==> src/rtl/delay_sched_pkg.sv <==
// Shared types and helpers for the multi-channel microsecond delay scheduler.
// Optional feature macro used by this slice: DELAY_SCHED_PAUSE_EN (adds a pause input).
package delay_sched_pkg;

  // Per-channel lifecycle: counting down, or expired and waiting to be reported.
  typedef enum logic [1:0] {
    IDLE = 2'd0,
    RUN  = 2'd1,
    PEND = 2'd2
  } ch_state_t;

  localparam int DEF_CLK_PER_US = 50;
  localparam int DEF_DLY_W      = 24;
  localparam int DEF_NUM_CH     = 4;
  localparam int MAX_CH         = 8;

  // Round-robin search: first set bit of req starting at last+1 (mod n).
  // Scans from the farthest candidate to the nearest so the nearest wins.
  // Returns 0 when req is empty; callers gate on |req.
  function automatic int rr_next(input logic [MAX_CH-1:0] req,
                                 input int                last,
                                 input int                n);
    int         res;
    int         idx;
    logic [2:0] sel;
    res = 0;
    for (int k = n; k >= 1; k--) begin
      idx = (last + k) % n;
      sel = 3'(idx);
      if (req[sel]) res = idx;
    end
    return res;
  endfunction

endpackage

==> src/rtl/us_tick_gen.sv <==
// Microsecond prescaler: one-cycle tick every CLK_PER_US clocks.
// With DELAY_SCHED_PAUSE_EN defined, pause holds the count and masks the tick.
module us_tick_gen
  import delay_sched_pkg::*;
#(
  parameter int CLK_PER_US = DEF_CLK_PER_US
) (
  input  logic clk,
  input  logic rst,
`ifdef DELAY_SCHED_PAUSE_EN
  input  logic pause,
`endif
  output logic tick_us
);

  localparam int                CNT_W = (CLK_PER_US > 1) ? $clog2(CLK_PER_US) : 1;
  localparam logic [CNT_W-1:0]  LAST  = CNT_W'(CLK_PER_US - 1);

  logic [CNT_W-1:0] r_cnt;
  logic             w_run;

`ifdef DELAY_SCHED_PAUSE_EN
  assign w_run = ~pause;
`else
  assign w_run = 1'b1;
`endif

  // Tick is decoded from the count so the period is exactly CLK_PER_US cycles.
  assign tick_us = w_run && (r_cnt == LAST);

  // Free-running 0..CLK_PER_US-1 counter, frozen while paused.
  always_ff @(posedge clk) begin
    if (rst) begin
      r_cnt <= '0;
    end else if (w_run) begin
      r_cnt <= (r_cnt == LAST) ? '0 : r_cnt + 1'b1;
    end
  end

endmodule

==> src/rtl/delay_scheduler.sv <==
// Multi-channel one-shot microsecond delay scheduler with a round-robin
// valid/ready expiration event port.
// Optional feature macro: DELAY_SCHED_PAUSE_EN (pause input freezes the timebase).
//
// Event port handshake: evt_valid/evt_ch are registered and held unchanged
// while evt_valid=1 and evt_ready=0; a transfer happens in any cycle where
// evt_valid & evt_ready, and the next grant may appear the following cycle.
module delay_scheduler
  import delay_sched_pkg::*;
#(
  parameter  int CLK_PER_US = DEF_CLK_PER_US,
  parameter  int NUM_CH     = DEF_NUM_CH,
  parameter  int DLY_W      = DEF_DLY_W,
  localparam int CH_W       = $clog2(NUM_CH)
) (
  input  logic                    clk,
  input  logic                    rst,
  input  logic [NUM_CH-1:0]       start,
  input  logic [NUM_CH*DLY_W-1:0] delay_us,
  output logic [NUM_CH-1:0]       busy,
  output logic                    evt_valid,
  output logic [CH_W-1:0]         evt_ch,
  input  logic                    evt_ready,
`ifdef DELAY_SCHED_PAUSE_EN
  input  logic                    pause,
`endif
  output logic                    tick_us
);

  logic              w_tick;
  logic              w_xfer;
  logic [NUM_CH-1:0] w_pend;
  logic [NUM_CH-1:0] w_clr;
  logic [MAX_CH-1:0] w_req;
  logic [CH_W-1:0]   w_pick;
  logic              r_gnt_valid;
  logic [CH_W-1:0]   r_gnt_ch;
  logic [CH_W-1:0]   r_last;

  us_tick_gen #(
    .CLK_PER_US (CLK_PER_US)
  ) u_tick (
    .clk     (clk),
    .rst     (rst),
`ifdef DELAY_SCHED_PAUSE_EN
    .pause   (pause),
`endif
    .tick_us (w_tick)
  );

  assign tick_us   = w_tick;
  assign w_xfer    = r_gnt_valid & evt_ready;
  assign evt_valid = r_gnt_valid;
  assign evt_ch    = r_gnt_ch;

  for (genvar i = 0; i < NUM_CH; i++) begin : g_ch
    ch_state_t        r_state;
    logic [DLY_W-1:0] r_cnt;
    logic [DLY_W-1:0] w_dly;

    assign w_dly     = delay_us[i*DLY_W +: DLY_W];
    assign w_clr[i]  = w_xfer && (r_gnt_ch == CH_W'(i));
    assign w_pend[i] = (r_state == PEND);
    assign busy[i]   = (r_state != IDLE);

    // Channel FSM: start (re)loads, ticks count down, transfer retires PEND.
    always_ff @(posedge clk) begin
      if (rst) begin
        r_state <= IDLE;
        r_cnt   <= '0;
      end else begin
        case (r_state)
          IDLE, RUN: begin
            if (start[i]) begin
              r_cnt   <= w_dly;
              r_state <= (w_dly == '0) ? PEND : RUN;
            end else if (r_state == RUN && w_tick) begin
              if (r_cnt == DLY_W'(1)) r_state <= PEND;
              else                    r_cnt   <= r_cnt - 1'b1;
            end
          end
          PEND: begin
            if (w_clr[i]) r_state <= IDLE;
          end
          default: r_state <= IDLE;
        endcase
      end
    end
  end

  // Candidates for the next grant; the channel retiring this cycle is excluded
  // so back-to-back grants never re-present it.
  always_comb begin
    w_req                = '0;
    w_req[NUM_CH-1:0]    = w_pend & ~w_clr;
    w_pick               = CH_W'(rr_next(w_req,
                                         w_xfer ? int'(r_gnt_ch) : int'(r_last),
                                         NUM_CH));
  end

  // Grant register: hold while stalled, otherwise (re)grant round-robin.
  always_ff @(posedge clk) begin
    if (rst) begin
      r_gnt_valid <= 1'b0;
      r_gnt_ch    <= '0;
      r_last      <= CH_W'(NUM_CH - 1);
    end else if (!r_gnt_valid || evt_ready) begin
      if (w_xfer) r_last <= r_gnt_ch;
      r_gnt_valid <= |w_req;
      if (|w_req) r_gnt_ch <= w_pick;
    end
  end

endmodule

==> config.mk <==
export PLATFORM = sky130hd
export DESIGN_NAME = delay_scheduler
export DESIGN_NICKNAME = d
export VERILOG_FILES = /design/src/rtl/delay_sched_pkg.sv /design/src/rtl/us_tick_gen.sv /design/src/rtl/delay_scheduler.sv
export SDC_FILE = /design/constraint.sdc
export NUM_CORES = 1
export LEC_CHECK = 0
export ABC_AREA = 1
export CORE_MARGIN = 2
export CORE_UTILIZATION = 46
export DETAILED_ROUTE_END_ITERATION = 8
export GPL_TIMING_DRIVEN = 0
export PLACE_DENSITY = 0.69
export SYNTH_ARGS = -nofsm -noshare
export SYNTH_HDL_FRONTEND = slang
export SYNTH_SLANG_ARGS = --single-unit
==> constraint.sdc <==
create_clock -name clk -period 4.95 [get_ports clk]
set_input_delay 0.99 -clock clk [delete_from_list [all_inputs] [get_ports clk]]
set_output_delay 0.99 -clock clk [all_outputs]
set_load 0.1 [all_outputs]
==> results of run 1 <==
==> area by class of cell <==
cell class,instances,area (um^2)
timing repair buffer,106,1060
inverter,102,393
buffer,52,322
clock inverter,9,128
clock buffer,23,478
multi-input combinational,1020,5080
sequential,115,2300
fill,1717,7190
tap,225,282
==> routing by layer <==
layer / share of wire, % / up-vias
li1: - / 4544
met1: 46 / 4109
met2: 45 / 329
met3: 7.3 / 45
met4: 2.2 / 0
met5: 0 / -
==> synthesized netlist by cell type, drive strengths merged, types with 16 or more instances <==
master / instances / area [um^2]
nor2: 219 / 842
inv: 100 / 385
buf: 28 / 231
nand3: 83 / 450
o211ai: 17 / 153
o21ai: 101 / 532
a21oi: 104 / 536
nand4: 18 / 113
xor2: 29 / 254
nand2: 313 / 1200
nor3: 23 / 140
clkbuf: 24 / 90.1
nor4: 28 / 181
xnor2: 17 / 149
dfxtp: 115 / 2300
a31oi: 16 / 100
==> power by group through the flow <==
stage	registers (uW)	logic [uW]	clock network (uW)
after floorplan	1110	652	0
after global placement	1110	938	0
after detailed placement	1110	944	0
after CTS	1090	952	1290
after global routing	1100	1070	1330
final	1090	961	1290
==> state kept, by name (all words and copies together) (netlist names) <==
signal        cells
g_ch.r_cnt       96
g_ch.r_state      8
u_tick.r_cnt      6
evt_ch            2
r_last            2
evt_valid         1
==> metrics by stage <==
step           area, um^2  setup WS [ns]  power, uW  utilization [%]  hold slack, ns
3_3_place_gp         9440           1.84       2040             54.8           0.450
5_1_grt             10000           1.34       3510             58.3           0.503
3_5_place_dp         9440           1.85       2050             54.8           0.457
4_1_cts             10000           1.41       3330             58.3           0.467
6_report            10000           1.45       3340             58.3           0.474
2_1_floorplan        8100           2.65       1770                -           0.433
==> logic make-up after synthesis <==
logic type	after synthesis	share of synthesized area, %
buffers and inverters	154	8.82
flip-flops	115	28.4
multiplexers	2	0.247
XOR/XNOR	46	4.97
AND/OR/NAND/NOR	701	37.5
AO/OA/AOI/OAI	261	18.5
adder cells (fa/ha/maj)	10	1.54
==> worst max-delay path, cell delays in order, from the launching register on <==
cell and delay [ns]:
dfxtp_1 0.39, ha_1 0.19, nand3_2 0.23, inv_1 0.14, clkdlybuf4s50_1 1.14
==> path summary, 6_finish.rpt <==
| kind | startpoint | to | slack, ns | cells past startpoint |
|---|---|---|---|---|
| max | u_tick.r_cnt[0]$_SDFF_PP0_ | tick_us | 1.45 | 4 |
| min | u_tick.r_cnt[5]$_SDFF_PP0_ | u_tick.r_cnt[5]$_SDFF_PP0_ | 0.47 | 2 |
| max reg2reg | g_ch[2].r_cnt[0]$_SDFFE_PP0P_ | g_ch[2].r_cnt[18]$_SDFFE_PP0P_ | 2.94 | 8 |
| min reg2reg | u_tick.r_cnt[5]$_SDFF_PP0_ | u_tick.r_cnt[5]$_SDFF_PP0_ | 0.47 | 2 |
==> results, run 1 <==
- The final cell count without fillers is 1652.
- The number of flops mapped to enable cells by yosys is 0.
- The path class of the tightest hold or removal check is register to register.
- The clock sink total is roughly 120.
- Setup repair after global routing left no endpoint under its margin.
- The number of buffers added to fix hold violations after cts is 0.
- The fraction of the yosys area taken by sequential cells is 28.4%.
- The relative slew slack is 31.8%.
- The final route contains 9027 vias.
- Of the available clock period, the critical path in the final layout requires a little over two thirds.
- The number of vias per cell is ~5.5.
- In the final layout, the share of cells above drive strength 1 is approximately 7.4%.
- The repair_antennas step left the layout with diodes totalling 0.
- The HPWL after detailed placement is approximately 18000 um.
- In the global route stage, overall resource usage came out at a little over a quarter.
- The power share of the sequential group is between 30% and 40%.
- The first global-routing pass estimated between 40000 and 50000 um of wire.
- The number of max-cap violations is 0.
- Dividing the detail-routed wire length by the instance count gives roughly 15 um.
- The share of async-settable or async-resettable flops after synthesis is 0%.
- Buffers added to address setup during post-CTS repair amount to 0.
- The maximum clock frequency is ~0.29 GHz.
- In this run the vertical extent of the chip is ~140 um.
- The startpoint type of the worst setup path is a register.
- The setup path with the least slack is of type register to output port.
- For this design the top-level I/O count stands at approximately 110.
- In this run the static leakage power is about 0.0042 uW.
- The net count reported at finish is roughly 1.5k.
- The setup TNS is 0 ns.
- TritonCTS built the clock tree.
- The floorplan has 48 rows.
- The flow ran to the end, and the final reports show no timing, DRC or antenna violations.
- The number of instances in the synthesized netlist is approximately 1.3k.
- The commonest non-fill, non-tap cell in the layout is nand2_1.
- The count of antenna-violating nets left after detailed routing is 0.
- The most congested layer reported by global routing is met2.
- The Yosys step of the flow raised 0 warnings.
- The via count of the first global-routing pass is between 8k and 9k.
- The worst-skew pair later-pin latency is about 0.42 ns.
- In this run the standard cell core region covers 17200 um^2.
- The hold violation count in the final report was 0.
- The share of power burned in combinational logic is between 20% and 30%.
- Routability-driven placement finished with a final weighted congestion of about 0.96.
- The floorplan step defined a die boundary enclosing ~19000 um^2.
- The number of H-tree levels is 4.
- Leaving out fill and tap cells, the most frequent cells in the layout are nand2_1, nor2_1, dfxtp_1.
- The global routing met3 resource utilization is between 6 and 7%.
- The internal power is around 2200 uW.
- Along the worst path, the maximum fanout reaches 8.
- Post-CTS repair changed the size of 0 cells.
- Setup violations remaining at the end of the flow were counted as 0.
- In this run the horizontal extent of the chip is between 100 and 150 um.
- When the netlist entered floorplanning its net count stood at between 1k and 1.5k.
- Clock-pin slew was measured on the worst setup and hold paths at 0.05 ns.
- The cell area that synthesis handed to floorplanning was slightly above 8000 um^2.
- Global routing used 43.5% of the available met2 tracks.
- The peak ir drop on the vdd network is 0.267 mV.
- The count of buffers from port buffering is approximately 110.
- The leftover overflow at the end of global routing is 0.
- The worst endpoint required time is between 3 and 4 ns.
- In the routed design, unresolved DRC markers number 0.
- After detailed routing, the total wire length is about 25000 um.
- At the pin with the least slew margin, the transition time is 1.02 ns.
- The initial antenna violation count came to 0.
- The root buffer selected by CTS is clkbuf_16.
- Of the total power, the share spent switching nets is around a third.
- The clock network burns 38.5% of the power.
- The minimum clock period after layout is around 3.5 ns.
- For this block, the initial DRC count from the detailed router was about 720.
- For met1 alone, demand over resource in global routing was between 30% and 40%.
- Entering global routing, the biggest net connects 17 pins.
- The number of placed instances, taps included, is 1620.
- The clock passes through at most 2 buffers.
- In this run, synthesis produced a sequential element count of around 120.
- The effective utilization at floorplan is 47.0%.
- The most used flip-flop cell after synthesis is dfxtp_1.
- The arrival time of the worst setup path is between 2 and 3 ns.
- The number of optimization iterations in the first detailed-route pass is 7.
- In this run the power spent charging and discharging nets is between 1000 and 1500 uW.
- The number of CTS-inserted buffers is 17.
- The total power divided by cell area is 332 nW/um^2.
- The maximum clock skew at final layout is 0.0107 ns.
- Averaged over all synthesized cells, the footprint is around 6.3 um^2.
- The worst setup path is captured at an output port.
- Relative to the synthesized area, the layout overhead comes to 24.0%.
- The number of pins with negative max-slew slack in the final report is 0.
- The distinct cell type count of the synthesized netlist is ~50.
(Power assumes the default switching activity.)
==> run 2: changes to the inputs <==
Settings changed: PLACE_DENSITY 0.69 to 0.71.
Clock period 4.95 ns to 3 ns, I/O delays scaled along.
==> run 2 against run 1 <==
  * Die area unchanged
  * Sequential power increased by 65%
  * Non-clock buffer count unchanged
==> results, run 2 (synthesis results as in run 1) <==
- In the final design database the tool counted 1527 nets.
- The via count of the first global-routing pass is slightly above 8k.
- The flip-flop count of the largest register, all copies and words added is 96.
- The relative slew slack is roughly 34%.
- The floorplan step defined a die boundary enclosing approximately 19000 um^2.
- The count of buffers from port buffering is around 110.
- The internal power of the cells totals around 3700 uW.
- The clock sink total is roughly 120.
- The total net switching power is 1880 uW.
- In this run the static leakage power is approximately 0.0042 uW.
- 0 antenna diodes ended up in the layout.
- Once detail routing completed, the nets flagged for antenna violations numbered 0.
- The min-delay analysis places its worst path in the category register to register.
- The worst-case IR drop observed on VDD is 0.423 mV.
- The number of placement rows is between 40 and 50.
- The largest net degree at the start of global routing is 17.
- Detailed placement finished with a half-perimeter wire length of 18700 um.
- At the later pin of the worst-skew pair, clock insertion delay measures roughly 0.42 ns.
- Setup violations remaining at the end of the flow were counted as 0.
- The region available for standard cell placement spans 17200 um^2.
- The width of the die is 137 um.
- Relative to the synthesized area, the layout overhead comes to 24.2%.
- The first global-routing pass estimated ~40000 um of wire.
- The power share of the sequential group is ~32%.
- The total global-route track usage is approximately 27%.
- The number of vias per cell is between 5 and 6.
- The commonest non-fill, non-tap cell in the layout is nand2_1.
- The detailed-route via count is between 9k and 10k.
- For the final database, setup skew stands at ~0.0076 ns.
- Fill cells in the final layout number around 1.7k.
- TritonCTS built the clock tree.
- In the routed design, unresolved DRC markers number 0.
- The effective utilization at floorplan is between 40% and 50%.
- For this design the top-level I/O count stands at roughly 110.
- In the final layout, the registers with the most flip-flops are g_ch.r_cnt x96, g_ch.r_state x8, u_tick.r_cnt x6.
- The relative contribution of the clock network to total power is about two fifths.
- From bottom edge to top edge, the die measures roughly 140 um.
- Summed over all layers, the routed wires come to around 25000 um.
- The pre-antenna-repair detailed-routing pass consisted of 6 iterations.
- For this run, the top clock speed supported by timing is 0.352 GHz.
- The library cells used most frequently in the layout, excluding fill and tap cells, are nand2_1, nor2_1, dfxtp_1.
- The startpoint type of the worst setup path is a register.
- The cell area after layout is 10100 um^2.
- The H-tree was split into 4 levels.
- The share of cells above drive strength 1 is around 7.4%.
- The number of clock buffers added by TritonCTS is 17.
- At the end of routability-driven placement, the weighted congestion stood at between 0.9 and 1.
- The worst endpoint required time is about 2.4 ns.
- The tool flagged a number of max-cap violations equal to 0.
- The leftover overflow at the end of global routing is 0.
- The largest buffer count on any clock path is 2.
- The share of power burned in combinational logic is between 20% and 30%.
- Dividing the detail-routed wire length by the instance count gives ~15 um.
- The category of the most critical setup path is register to output port.
- The number of buffers added to fix hold violations after cts is 0.
- The actual slew at the worst max-slew pin is between 0.9 and 1 ns.
- Of the total power, the share spent switching nets is between 30% and 40%.
- The final cycle utilization of the critical path is ~95%.
- The total power divided by cell area is roughly 550 nW/um^2.
- The hold violation count in the final report is 0.
- The initial antenna violation count is 0.
- The run finished with clean final reports.
- The iteration-0 DRC count of the detailed router is 875.
- Setup repair after global routing left no endpoint under its margin.
- STA puts the critical path data arrival time at 2.24 ns.
- Along the worst path, the maximum fanout reaches 8.
- The root buffer selected by CTS is clkbuf_16.
- STA classifies the critical path endpoint as an output port.
- Counting I/O delays and the setup requirement, the final critical path takes approximately 2.8 ns.
- The post-CTS clock slew at the launch and capture registers of the worst setup and hold paths is roughly 0.050 ns.
- Summing all placed instances gives a cell area of about 9400 um^2.
- g_ch.r_cnt holds more flip-flops than any other register.
- The setup TNS is 0 ns.
- The number of pins with negative max-slew slack in the final report came to 0.
## run 2: path summary, 6_finish.rpt
path,cells after the start,end,slack (ns),from
setup / recovery,4,tick_us,0.16,u_tick.r_cnt[0]$_SDFF_PP0_
hold / removal,1,u_tick.r_cnt[0]$_SDFF_PP0_,0.47,u_tick.r_cnt[0]$_SDFF_PP0_
setup reg to reg,8,g_ch[2].r_cnt[18]$_SDFFE_PP0P_,1.01,g_ch[2].r_cnt[0]$_SDFFE_PP0P_
hold reg to reg,1,u_tick.r_cnt[0]$_SDFF_PP0_,0.47,u_tick.r_cnt[0]$_SDFF_PP0_
## run 2: per-layer routing
layer	global-route usage [%]	share of wire, %
met1	38.0	46
met3	5.22	7.7
met2	42.9	45
met4	7.93	1.7
met5	0	0
## run 2: area by class of cell
cell class / instances / area, um^2 / area share, %
clock buffer: 22 / 464 / 4.61
multi-input combinational: 1020 / 5080 / 50.5
buffer: 52 / 322 / 3.20
tap: 225 / 282 / 2.80
clock inverter: 10 / 155 / 1.54
timing repair buffer: 106 / 1060 / 10.5
inverter: 102 / 393 / 3.90
sequential: 115 / 2300 / 22.9
## run 2: critical path: stages, from the launching register on
cell,delay [ns]
dfxtp_1,0.37
ha_1,0.19
nand3_2,0.26
inv_1,0.13
dlygate4sd2_1,0.87
## run 2: stage by stage
stage	hold WS (ns)	cells	total power [uW]	util, %	worst slack, ns
after floorplan	0.433	1289	2910	-	0.752
after global placement	0.447	1620	3370	54.8	0.318
after detailed placement	0.459	1620	3380	54.8	0.288
after CTS	0.470	1652	5560	58.4	0.121
after global routing	0.493	1652	5850	58.4	0.0260
final	0.468	1652	5560	58.4	0.161
## run 2: power groups by stage
stage | clock network, uW | registers, uW | logic (uW)
2_1_floorplan | 0 | 1840 | 1080
3_3_place_gp | 0 | 1820 | 1540
3_5_place_dp | 0 | 1830 | 1560
4_1_cts | 2190 | 1800 | 1570
5_1_grt | 2260 | 1820 | 1770
6_report | 2170 | 1800 | 1590
## run 2: what timing repair did
| action | CTS | global route |
|---|---|---|
| buffers inserted | 0 | 0 |
| endpoints found under the setup margin | 1 | 0 |
| resized for setup | 1 | 0 |
==> run 3: changes to the inputs <==
Settings changed: PLACE_DENSITY 0.71 to 0.69.
Clock period 3 ns to 2.7 ns, I/O delays scaled along.
==> run 3 against run 2 <==
  * Highest routed layer unchanged
  * Register-to-register slack got worse by 0.32 ns
  * Critical path depth fell by 1
  * Die area did not move
  * Sequential power rose by 11%
  * Clock skew rose by 0.0027 ns
==> results, run 3 (synthesis results as in run 1) <==
- The flow ran to the end, and the final reports show no timing, DRC or antenna violations.
- The HPWL after detailed placement is between 15000 and 20000 um.
- The maximum clock skew at final layout is roughly 0.010 ns.
- The final cycle utilization of the critical path is 97.9%.
- The most critical setup path has its endpoint at busy[2].
- The type of the most critical hold path is register to register.
- The hold violation count in the final report is 0.
- The sequential cells in the finished layout cover a total of 2300 um^2.
- The total inserted antenna cells is 0.
- No sink is reached through more buffers than the 2 on the longest clock path.
- The worst setup slack before clock tree synthesis is just over 0.05 ns.
- In this run the critical register-to-register path is captured at g_ch[2].r_cnt[18]$_SDFFE_PP0P_.
- The largest registers in the layout are g_ch.r_cnt x96, g_ch.r_state x8, u_tick.r_cnt x6.
- The number of top-level pins is about 110.
- The number of max-cap violations is 0.
- The area of the die is 18700 um^2.
- In this run the standard cell core region covers roughly 17000 um^2.
- The register with the most flip-flops in the layout has 96 of them.
- The number of clock buffers added by TritonCTS is 17.
- The signal on the critical path passes through inv_1 -> nand2_1 -> clkdlybuf4s50_1.
- The cell depth of the worst flop-to-flop path is 8.
- At the worst endpoint, the required time is 2.16 ns.
- The worst path meets setup with 0.0578 ns of slack.
- The delay contributed by the slowest stage of the critical path is 1.14 ns.
- The largest individual stage delay along the critical path comes from the cell clkdlybuf4s50_1.
- The initialized floorplan defines 48 standard-cell rows.
- Data arrives at the worst endpoint at between 2 and 2.5 ns.
- TritonCTS built the clock tree.
- From synthesis to final layout, the design area changed by 24.2%.
- The die height is around 140 um.
- The startpoint identified for the worst hold timing path is u_tick.r_cnt[5]$_SDFF_PP0_.
- The number of inserted filler cells in the final layout is approximately 1.7k.
- The largest register by flop count is g_ch.r_cnt.
- The final design utilization is between 50% and 60%.
- The weighted congestion at the end of routability-driven global placement is approximately 0.96.
- For this run, design rule violations remaining after detail routing come to 0.
- The clock sink total is around 120.
- The final wirelength is about 25000 um.
- The via count of the first global-routing pass was ~8.3k.
- The initial antenna violation count is 0.
- Tracing the worst setup path back leads to its startpoint at g_ch[2].r_state[1]$_SDFFE_PP0P_.
- The routed layout has around 9k vias.
- The floorplan step set the die width to 137 um.
- Global routing consumed, over all layers together, between 20% and 30% of the routing resources.
- The count of buffers from port buffering is ~110.
- The effective utilization at floorplan is 47.0%.
- After detailed routing, the average wire length per cell comes to ~15 um.
- Setup repair after global routing left no endpoint under its margin.
- The number of vias per cell is ~5.5.
- The number of endpoints failing setup at the final stage is 0.
- The actual slew at the worst max-slew pin is about 1 ns.
- CTS placed an instance of clkbuf_16 at the clock tree root.
- The multi-input combinational cells in the finished layout cover a total of between 5000 and 6000 um^2.
- The slack of the worst reg-to-reg path is 0.69 ns.
- The detail route stage leaves a number of antenna-violating nets equal to 0.
- The first TritonRoute pass finished after 8 iterations.
- Headroom to the max-slew limit came out at 31.4%.
- Summed over all layers, the global routing overflow is 0.
- The worst-path maximum fanout is 5.
- Adding up every negative setup slack in the final design gives 0 ns.
- The launch point of the worst reg-to-reg path is g_ch[2].r_cnt[0]$_SDFFE_PP0P_.
- The total power divided by cell area is between 600 and 700 nW/um^2.
- The peak ir drop on the vdd network is between 0.4 and 0.5 mV.
- The critical path in this run is classified as register to output port.
- The worst-skew pair later-pin latency is approximately 0.42 ns.
- The post-CTS clock slew at the launch and capture registers of the worst setup and hold paths is 0.05 ns.
- STA classifies the critical path startpoint as a register.
- The type of element capturing the critical path is an output port.
- The number of hold buffers added after CTS was 0.
- In this run the static leakage power is between 0.004 and 0.005 uW.
- The commonest non-fill, non-tap cell in the layout is nand2_1.
- In this run, the number of DRC markers left after iteration 0 of detailed routing was approximately 800.
- The maximum clock frequency is about 0.38 GHz.
- After the last flow step, the layout net total stands at about 1.5k.
- In the layout the commonest cells are nand2_1, nor2_1, dfxtp_1.
- After clock tree synthesis, the setup repair step added 0 buffers.
- The share of cells above drive strength 1 is ~7.5%.
- The minimum clock period after layout is about 2.6 ns.
- Entering global routing, the biggest net connects 17 pins.
- In this run the number of H-tree levels came out at 4.
- The global-route wire length before repair is around 40000 um.
- The hold path depth is 2.
- The number of pins with negative max-slew slack in the final report was 0.
==> run 3: final cells by class <==
type                       count  area share (%)
buffer                        52            3.20
timing repair buffer         106            10.6
sequential                   115            22.9
tap                          225            2.80
clock inverter                 9            1.27
multi-input combinational   1020            50.6
clock buffer                  23            4.75
inverter                     102            3.91
==> run 3: report_power, final <==
| part | internal (uW) | switching (uW) | total [uW] |
|---|---|---|---|
| clock | 1520 | 835 | 2350 |
| sequential | 1840 | 155 | 2000 |
| combinational | 660 | 1100 | 1760 |
==> run 3: routing by layer <==
layer,up-vias,global-route usage [%],share of wire (%)
met1,4105,36.0,46
li1,4546,-,-
met2,336,43.4,44
met3,49,6.89,7.6
met5,-,0,0
met4,0,9.66,2.3
==> run 3: worst min-delay path by stage <==
stage	to	slack (ns)
2_1_floorplan	u_tick.r_cnt[0]$_SDFF_PP0_	0.43
3_3_place_gp	u_tick.r_cnt[0]$_SDFF_PP0_	0.45
3_5_place_dp	u_tick.r_cnt[5]$_SDFF_PP0_	0.46
4_1_cts	u_tick.r_cnt[5]$_SDFF_PP0_	0.47
5_1_grt	g_ch[2].r_cnt[11]$_SDFFE_PP0P_	0.50
6_report	u_tick.r_cnt[5]$_SDFF_PP0_	0.48
==> run 3: worst max-delay path, delay by kind of cell (launching register included) <==
family,cells,cell delay [ns]
buf+inv,2,1.25
simple gates,1,0.12
flops,1,0.32
==> run 3: metrics by stage <==
step / std cells / total power, uW / hold WS [ns] / cell area, um^2
after global routing: 1652 / 6430 / 0.503 / 10100
final: 1652 / 6110 / 0.477 / 10100
after detailed placement: 1620 / 3760 / 0.457 / 9440
after global placement: 1620 / 3750 / 0.450 / 9440
after floorplan: 1289 / 3240 / 0.433 / 8100
after CTS: 1652 / 6110 / 0.467 / 10100
==> run 3: repair_timing <==
item	in CTS	in global routing
endpoints found under the hold margin	0	0
endpoints found under the setup margin	1	3
gates resized for setup	3	3
